[config.mk]
export PLATFORM = sky130hd
export DESIGN_NAME = alu_issue_ctrl_flat
export DESIGN_NICKNAME = d
export VERILOG_FILES = /design/src/rtl/alu_issue_ctrl_if.sv /design/src/rtl/alu_issue_ctrl.sv /design/src/flat_wrapper.sv
export SDC_FILE = /design/constraint.sdc
export NUM_CORES = 1
export LEC_CHECK = 0
export CAP_MARGIN = 10
export CORE_UTILIZATION = 47
export CTS_CLUSTER_SIZE = 30
export DETAILED_ROUTE_END_ITERATION = 16
export PLACE_DENSITY = 0.76
export REMOVE_ABC_BUFFERS = 1
export SLEW_MARGIN = 10
export SYNTH_ARGS = -nofsm -noshare
export SYNTH_HDL_FRONTEND = slang
export SYNTH_SLANG_ARGS = --single-unit
[constraint.sdc]
create_clock -name CLK -period 2.3 [get_ports CLK]
set_input_delay 0.23 -clock CLK [delete_from_list [all_inputs] [get_ports CLK]]
set_output_delay 0.23 -clock CLK [all_outputs]
set_load 0.05 [all_outputs]
[src/rtl/alu_issue_ctrl_if.sv]
// Bundle of command, unit-side and result signals for the ALU issue controller.
interface alu_issue_ctrl_if #(
    parameter int WIDTH = 4,
    parameter int DEPTH = 4
);
    localparam int CW = $clog2(DEPTH + 1);

    logic                 CMD_VALID;
    logic                 CMD_READY;
    logic [WIDTH-1:0]     CMD_A;
    logic [WIDTH-1:0]     CMD_B;
    logic [3:0]           CMD_FUN;
    logic [CW-1:0]        CMD_COUNT;
    logic [WIDTH-1:0]     A;
    logic [WIDTH-1:0]     B;
    logic [1:0]           ALU_FUN;
    logic                 Arith_Enable;
    logic                 Logic_Enable;
    logic                 CMP_Enable;
    logic                 Shift_Enable;
    logic [2*WIDTH-1:0]   Arith_OUT;
    logic [WIDTH-1:0]     Logic_OUT;
    logic [WIDTH-1:0]     CMP_OUT;
    logic [WIDTH-1:0]     Shift_OUT;
    logic [2*WIDTH-1:0]   RES_OUT;
    logic [1:0]           RES_UNIT;
    logic                 RES_VALID;
    logic                 RES_READY;

    modport slave (
        input  CMD_VALID, CMD_A, CMD_B, CMD_FUN,
        input  Arith_OUT, Logic_OUT, CMP_OUT, Shift_OUT, RES_READY,
        output CMD_READY, CMD_COUNT, A, B, ALU_FUN,
        output Arith_Enable, Logic_Enable, CMP_Enable, Shift_Enable,
        output RES_OUT, RES_UNIT, RES_VALID
    );

    modport master (
        output CMD_VALID, CMD_A, CMD_B, CMD_FUN,
        output Arith_OUT, Logic_OUT, CMP_OUT, Shift_OUT, RES_READY,
        input  CMD_READY, CMD_COUNT, A, B, ALU_FUN,
        input  Arith_Enable, Logic_Enable, CMP_Enable, Shift_Enable,
        input  RES_OUT, RES_UNIT, RES_VALID
    );
endinterface

[src/rtl/alu_issue_ctrl.sv]
// ALU command front-end: queues commands, issues one unit per command for a
// single cycle, captures that unit's registered result and presents it on a valid/ready port.
module alu_issue_ctrl #(
    parameter int WIDTH = 4,
    parameter int DEPTH = 4
) (
    input logic             CLK,
    input logic             RST,
    alu_issue_ctrl_if.slave bus
);
    localparam int PW = $clog2(DEPTH);
    localparam int CW = $clog2(DEPTH + 1);
    localparam int EW = 4 + 2 * WIDTH;

    typedef enum logic [1:0] {IDLE, ISSUE, WAIT, DONE} state_t;

    state_t               state, state_nxt;
    logic [EW-1:0]        mem [DEPTH];
    logic [PW-1:0]        wr_ptr, rd_ptr;
    logic [CW-1:0]        count;
    logic                 full, empty, push, pop, capture, res_take;
    logic [EW-1:0]        head;
    logic [WIDTH-1:0]     a_q, b_q;
    logic [1:0]           fun_q, unit_q, res_unit_q;
    logic [3:0]           en_q;
    logic [2*WIDTH-1:0]   res_q, res_sel;
    logic                 res_valid_q;

    assign full  = (count == CW'(DEPTH));
    assign empty = (count == '0);
    assign push  = bus.CMD_VALID && !full;
    assign head  = mem[rd_ptr];

    assign bus.CMD_READY    = !full;
    assign bus.CMD_COUNT    = count;
    assign bus.A            = a_q;
    assign bus.B            = b_q;
    assign bus.ALU_FUN      = fun_q;
    assign bus.Arith_Enable = en_q[0];
    assign bus.Logic_Enable = en_q[1];
    assign bus.CMP_Enable   = en_q[2];
    assign bus.Shift_Enable = en_q[3];
    assign bus.RES_OUT      = res_q;
    assign bus.RES_UNIT     = res_unit_q;
    assign bus.RES_VALID    = res_valid_q;

    always_ff @(posedge CLK) begin
        if (push) mem[wr_ptr] <= {bus.CMD_FUN, bus.CMD_A, bus.CMD_B};
    end

    always_ff @(posedge CLK) begin
        if (RST) begin
            wr_ptr <= '0;
            rd_ptr <= '0;
            count  <= '0;
        end else begin
            if (push) wr_ptr <= wr_ptr + PW'(1);
            if (pop)  rd_ptr <= rd_ptr + PW'(1);
            case ({push, pop})
                2'b10:   count <= count + CW'(1);
                2'b01:   count <= count - CW'(1);
                default: count <= count;
            endcase
        end
    end

    always_ff @(posedge CLK) begin
        if (RST) state <= IDLE;
        else     state <= state_nxt;
    end

    // A pop always lands in ISSUE, so the enable register doubles as the ISSUE marker.
    always_comb begin
        state_nxt = state;
        pop       = 1'b0;
        capture   = 1'b0;
        res_take  = 1'b0;
        case (state)
            IDLE: begin
                if (!empty) begin
                    pop       = 1'b1;
                    state_nxt = ISSUE;
                end
            end
            ISSUE: state_nxt = WAIT;
            WAIT: begin
                capture   = 1'b1;
                state_nxt = DONE;
            end
            DONE: begin
                if (bus.RES_READY) begin
                    res_take = 1'b1;
                    if (!empty) begin
                        pop       = 1'b1;
                        state_nxt = ISSUE;
                    end else begin
                        state_nxt = IDLE;
                    end
                end
            end
            default: state_nxt = IDLE;
        endcase
    end

    always_comb begin
        res_sel = bus.Arith_OUT;
        case (unit_q)
            2'd1:    res_sel = {{WIDTH{1'b0}}, bus.Logic_OUT};
            2'd2:    res_sel = {{WIDTH{1'b0}}, bus.CMP_OUT};
            2'd3:    res_sel = {{WIDTH{1'b0}}, bus.Shift_OUT};
            default: res_sel = bus.Arith_OUT;
        endcase
    end

    always_ff @(posedge CLK) begin
        if (RST) begin
            a_q         <= '0;
            b_q         <= '0;
            fun_q       <= '0;
            unit_q      <= '0;
            en_q        <= '0;
            res_q       <= '0;
            res_unit_q  <= '0;
            res_valid_q <= 1'b0;
        end else begin
            en_q <= pop ? (4'b0001 << head[EW-1 -: 2]) : 4'b0000;
            if (pop) begin
                a_q    <= head[2*WIDTH-1 -: WIDTH];
                b_q    <= head[WIDTH-1:0];
                fun_q  <= head[EW-3 -: 2];
                unit_q <= head[EW-1 -: 2];
            end
            if (capture) begin
                res_q       <= res_sel;
                res_unit_q  <= unit_q;
                res_valid_q <= 1'b1;
            end else if (res_take) begin
                res_valid_q <= 1'b0;
            end
        end
    end
endmodule

[src/flat_wrapper.sv]
// flat-port wrapper written by rule: the top's interface ports become plain ports
module alu_issue_ctrl_flat 
#(
    parameter int WIDTH = 4,
    parameter int DEPTH = 4
)
  (CLK, RST, bus_CMD_VALID, bus_CMD_A, bus_CMD_B, bus_CMD_FUN, bus_Arith_OUT, bus_Logic_OUT, bus_CMP_OUT, bus_Shift_OUT, bus_RES_READY, bus_CMD_READY, bus_CMD_COUNT, bus_A, bus_B, bus_ALU_FUN, bus_Arith_Enable, bus_Logic_Enable, bus_CMP_Enable, bus_Shift_Enable, bus_RES_OUT, bus_RES_UNIT, bus_RES_VALID);
  alu_issue_ctrl_if #(.WIDTH(WIDTH), .DEPTH(DEPTH)) bus_i ();
  input logic CLK;
  input logic RST;
  input wire logic [$bits(bus_i.CMD_VALID)-1:0] bus_CMD_VALID;
  input wire logic [$bits(bus_i.CMD_A)-1:0] bus_CMD_A;
  input wire logic [$bits(bus_i.CMD_B)-1:0] bus_CMD_B;
  input wire logic [$bits(bus_i.CMD_FUN)-1:0] bus_CMD_FUN;
  input wire logic [$bits(bus_i.Arith_OUT)-1:0] bus_Arith_OUT;
  input wire logic [$bits(bus_i.Logic_OUT)-1:0] bus_Logic_OUT;
  input wire logic [$bits(bus_i.CMP_OUT)-1:0] bus_CMP_OUT;
  input wire logic [$bits(bus_i.Shift_OUT)-1:0] bus_Shift_OUT;
  input wire logic [$bits(bus_i.RES_READY)-1:0] bus_RES_READY;
  output wire logic [$bits(bus_i.CMD_READY)-1:0] bus_CMD_READY;
  output wire logic [$bits(bus_i.CMD_COUNT)-1:0] bus_CMD_COUNT;
  output wire logic [$bits(bus_i.A)-1:0] bus_A;
  output wire logic [$bits(bus_i.B)-1:0] bus_B;
  output wire logic [$bits(bus_i.ALU_FUN)-1:0] bus_ALU_FUN;
  output wire logic [$bits(bus_i.Arith_Enable)-1:0] bus_Arith_Enable;
  output wire logic [$bits(bus_i.Logic_Enable)-1:0] bus_Logic_Enable;
  output wire logic [$bits(bus_i.CMP_Enable)-1:0] bus_CMP_Enable;
  output wire logic [$bits(bus_i.Shift_Enable)-1:0] bus_Shift_Enable;
  output wire logic [$bits(bus_i.RES_OUT)-1:0] bus_RES_OUT;
  output wire logic [$bits(bus_i.RES_UNIT)-1:0] bus_RES_UNIT;
  output wire logic [$bits(bus_i.RES_VALID)-1:0] bus_RES_VALID;
  assign bus_i.CMD_VALID = bus_CMD_VALID;
  assign bus_i.CMD_A = bus_CMD_A;
  assign bus_i.CMD_B = bus_CMD_B;
  assign bus_i.CMD_FUN = bus_CMD_FUN;
  assign bus_i.Arith_OUT = bus_Arith_OUT;
  assign bus_i.Logic_OUT = bus_Logic_OUT;
  assign bus_i.CMP_OUT = bus_CMP_OUT;
  assign bus_i.Shift_OUT = bus_Shift_OUT;
  assign bus_i.RES_READY = bus_RES_READY;
  assign bus_CMD_READY = bus_i.CMD_READY;
  assign bus_CMD_COUNT = bus_i.CMD_COUNT;
  assign bus_A = bus_i.A;
  assign bus_B = bus_i.B;
  assign bus_ALU_FUN = bus_i.ALU_FUN;
  assign bus_Arith_Enable = bus_i.Arith_Enable;
  assign bus_Logic_Enable = bus_i.Logic_Enable;
  assign bus_CMP_Enable = bus_i.CMP_Enable;
  assign bus_Shift_Enable = bus_i.Shift_Enable;
  assign bus_RES_OUT = bus_i.RES_OUT;
  assign bus_RES_UNIT = bus_i.RES_UNIT;
  assign bus_RES_VALID = bus_i.RES_VALID;
  alu_issue_ctrl #(.WIDTH(WIDTH), .DEPTH(DEPTH)) u_core (.CLK(CLK), .RST(RST), .bus(bus_i));
endmodule
==> impl_metrics.env <==
export IMPL_post_cts_buffers=0
export IMPL_synthToLayoutAreaGrowth_pct=28.56
export IMPL_ant_nets=0
export IMPL_drt_initial_drc_count=207
export IMPL_yosys_warnings=0
export IMPL_cpPeakStageDelay_ns=0.38
export IMPL_htree_levels=3
export IMPL_hold_end="u_core.bus.RES_OUT[7]"
export IMPL_hold_violations=0
export IMPL_swShare_pct=39.46
export IMPL_synth_area_top_cells="edfxtp_1 41%, dfxtp_1 21%, mux4_2 10%"
export IMPL_rows=31
export IMPL_ir_drop_uv=709.7
export IMPL_criticalPathCategory="reg -> reg"
export IMPL_die_area_um2=7882
export IMPL_p_int_mw=3.574
export IMPL_vias=2312
export IMPL_synth_ff_latch_count=86
export IMPL_grt_usage_pct=18.65
export IMPL_seqPwrFrac_pct=36.1
export IMPL_max_freq_mhz=462.1
export IMPL_synth_area_um2=3540
export IMPL_holdBufCountCts=0
export IMPL_cp_max_fo=5
export IMPL_start_util_pct=48.80
export IMPL_max_cap_violations=0
export IMPL_dieHeight_um=88.78
export IMPL_cp_required_ns=2.59
export IMPL_cts_sinks=86
export IMPL_p_sw_mw=2.329
export IMPL_dr_pass1_iters=4
export IMPL_synth_largest_area_cell="edfxtp_1"
export IMPL_coreArea_um2=7253
export IMPL_finalSetupViolations=0
export IMPL_grt_pass1_vias=2179
export IMPL_syn_instance_count=248
export IMPL_layout_drive_gt1_share_pct=17.23
export IMPL_clk_pin_slew_worst_paths_ns=0.08
export IMPL_period_share_pct=94.10
export IMPL_power_density_nw_per_um2=1297
export IMPL_numCtsBuffers=9
export IMPL_ys_seq_area_share_pct=62.21
export IMPL_nets=366
export IMPL_worstPathCellList="inv_1 -> ha_2 -> a21oi_2 -> nor3_1 -> ha_1 -> fa_1 -> xnor2_1 -> or3_1 -> a21oi_1"
export IMPL_viasPerCell=5.453
export IMPL_r2r_end="u_core.bus.CMD_COUNT[2]"
export IMPL_tightest_slew_ns=0.6275
export IMPL_cp_end_kind="flip-flop"
export IMPL_holdWs_ns=0.4593
export IMPL_hp_class="in -> reg"
export IMPL_fin_skew_ns=0.008027
export IMPL_cts_root_buffer="clkbuf_8"
export IMPL_synth_top_area_share_pct=40.72
export IMPL_routed_wl_mm=7.016
export IMPL_fillers=558
export IMPL_port_buffers=64
export IMPL_hold_path_cell_count=3
export IMPL_p_comb_share_pct=44.8
export IMPL_slew_headroom_pct=58.17
export IMPL_gp_congestion=0.7709
export IMPL_cpMaxStageDelayCell="fa_1"
export IMPL_total_power_mw=5.903
export IMPL_rsz0062_at_grt="false"
export IMPL_critPathLaunchType="flip-flop"
export IMPL_ys_types=39
export IMPL_dp_hpwl_mm=4.808
export IMPL_synth_area_per_cell_um2=14.27
export IMPL_insertion_delay_ns=0.35
export IMPL_cts_resized_gates=0
export IMPL_io_pins=65
export IMPL_globalRouteOverflowTotal=0
export IMPL_antenna_cells=0
export IMPL_cts_tree="yes"
export IMPL_cp_arrival_ns=2.45
export IMPL_die_w_um=88.78
export IMPL_report_final_slew_viol_count=0
export IMPL_wl_per_cell_um=16.55
export IMPL_grt_max_degree=22
export IMPL_drcViolationCount=0
export IMPL_status="completed"
export IMPL_hp_start="bus_Arith_OUT[7]"
export IMPL_clk_path_buf_depth=2
export IMPL_timing_setup_tns_ns=0
export IMPL_clockPowerShare_pct=19.1
export IMPL_regToRegSetupSlack_ns=0.14
export IMPL_antenna_found_initial=0
export IMPL_worstRegToRegCells=9
export IMPL_grt_first_pass_wirelength_mm=10.57
export IMPL_worstReg2RegStart="u_core.state[0]"
export IMPL_finalCriticalPeriod_ns=2.164
export IMPL_p_leak_nw=1.546
## area by class of cell
type / count / area, um^2 / share of cell area, %
clock buffer: 11 / 131.4 / 2.887
multi-input combinational: 139 / 1232 / 27.08
clock inverter: 5 / 83.83 / 1.842
inverter: 5 / 18.77 / 0.4124
sequential: 86 / 2205 / 48.45
tap: 99 / 123.9 / 2.722
timing repair buffer: 79 / 755.7 / 16.61
## cell usage after synthesis, drive strengths merged
master,number
clkbuf,8
or4b,1
a21o,5
nand2b,4
xor2,1
or2b,1
nand3,8
mux2i,7
and3,4
ha,9
and4b,1
nand2,3
fa,1
edfxtp,48
mux2,1
mux4,16
nor2b,2
o31ai,13
nand4,13
a31oi,1
or3b,1
xnor2,1
a21oi,24
nor3,3
nor2,11
clkinv,1
buf,10
nor3b,2
inv,4
or4,2
o21ai,1
or3,2
o211ai,1
dfxtp,38
## kinds of logic after synthesis
family	Yosys count	share of synthesized area, %
buffers and inverters	23	3.040
XOR/XNOR	2	0.4950
AO/OA/AOI/OAI	45	8.166
AND/OR/NAND/NOR	58	9.862
adder cells (fa/ha/maj)	10	3.747
flip-flops	86	62.21
multiplexers	24	12.48
## through the flow
step | worst slack (ns) | cell area, um^2 | util, % | cells
global placement | 0.1224 | 4328 | 59.67 | 408
finish | 0.1358 | 4551 | 62.74 | 424
CTS | 0.008759 | 4543 | 62.64 | 424
detailed placement | 0.05537 | 4328 | 59.67 | 408
global route | 0.01326 | 4551 | 62.74 | 424
floorplan | -0.3906 | 3451 | - | 230
## worst max-delay path by stage
stage | from | end | slack, ns | cells past startpoint
after floorplan | u_core.bus.CMD_COUNT[0] | u_core.bus.CMD_COUNT[2] | -0.39 | 7
after global placement | u_core.state[0] | u_core.bus.CMD_COUNT[2] | 0.12 | 9
after detailed placement | u_core.state[0] | u_core.bus.CMD_COUNT[2] | 0.06 | 9
after CTS | u_core.bus.CMD_COUNT[2] | bus_CMD_READY | 0.009 | 3
after global routing | u_core.state[0] | u_core.bus.CMD_COUNT[2] | 0.01 | 9
final | u_core.state[0] | u_core.bus.CMD_COUNT[2] | 0.14 | 9
## metal layers
metal	wire length [um]	up-vias	GRT usage (%)	part of all wire, %
met5	0	-	0	0
met4	59	0	6.158	0.84
met3	516	5	6.343	7.4
met2	3535	76	32.45	50
met1	2905	1132	21.65	41
li1	-	1099	-	-
## registers in the layout, summed over array words and instances (netlist names), 3 cells and up, named ones only
register,flops
u_core.bus.A,4
u_core.bus.B,4
u_core.bus.CMD_COUNT,3
u_core.bus.RES_OUT,8
u_core.mem,48
u_core.en_q,4
## critical path, delay by kind of cell (launching register included)
family	cells	cell delay (ns)
xor gates and xnor gates	1	0.15
buffers and inverters	1	0.09
and+or+nand+nor	2	0.40
adders and majority gates	3	0.84
AOI/OAI and AO/OA	2	0.27
DFF	1	0.37
## power groups by stage
stage	combinational [mW]	sequential [mW]	clock [mW]
global route	2.83	2.17	1.22
CTS	2.63	2.13	1.15
finish	2.64	2.13	1.13
detailed placement	2.62	2.16	0
global placement	2.58	2.15	0
floorplan	1.24	2.65	0
## cells in the final DEF (no fill, tap or decap), types with 3 or more instances in the layout
| master | count |
|---|---|
| o31ai_1 | 13 |
| and3_1 | 4 |
| a21oi_1 | 20 |
| buf_4 | 15 |
| inv_1 | 4 |
| nor2_1 | 11 |
| nand2b_1 | 4 |
| nand2_1 | 3 |
| mux4_2 | 16 |
| nand3_1 | 8 |
| nand4_1 | 13 |
| a21o_1 | 5 |
| ha_1 | 8 |
| edfxtp_1 | 48 |
| a21oi_2 | 4 |
| dfxtp_1 | 36 |
| mux2i_1 | 7 |
| clkdlybuf4s50_1 | 63 |
| clkbuf_8 | 9 |
Note: power is estimated with default switching activity, not from simulation.
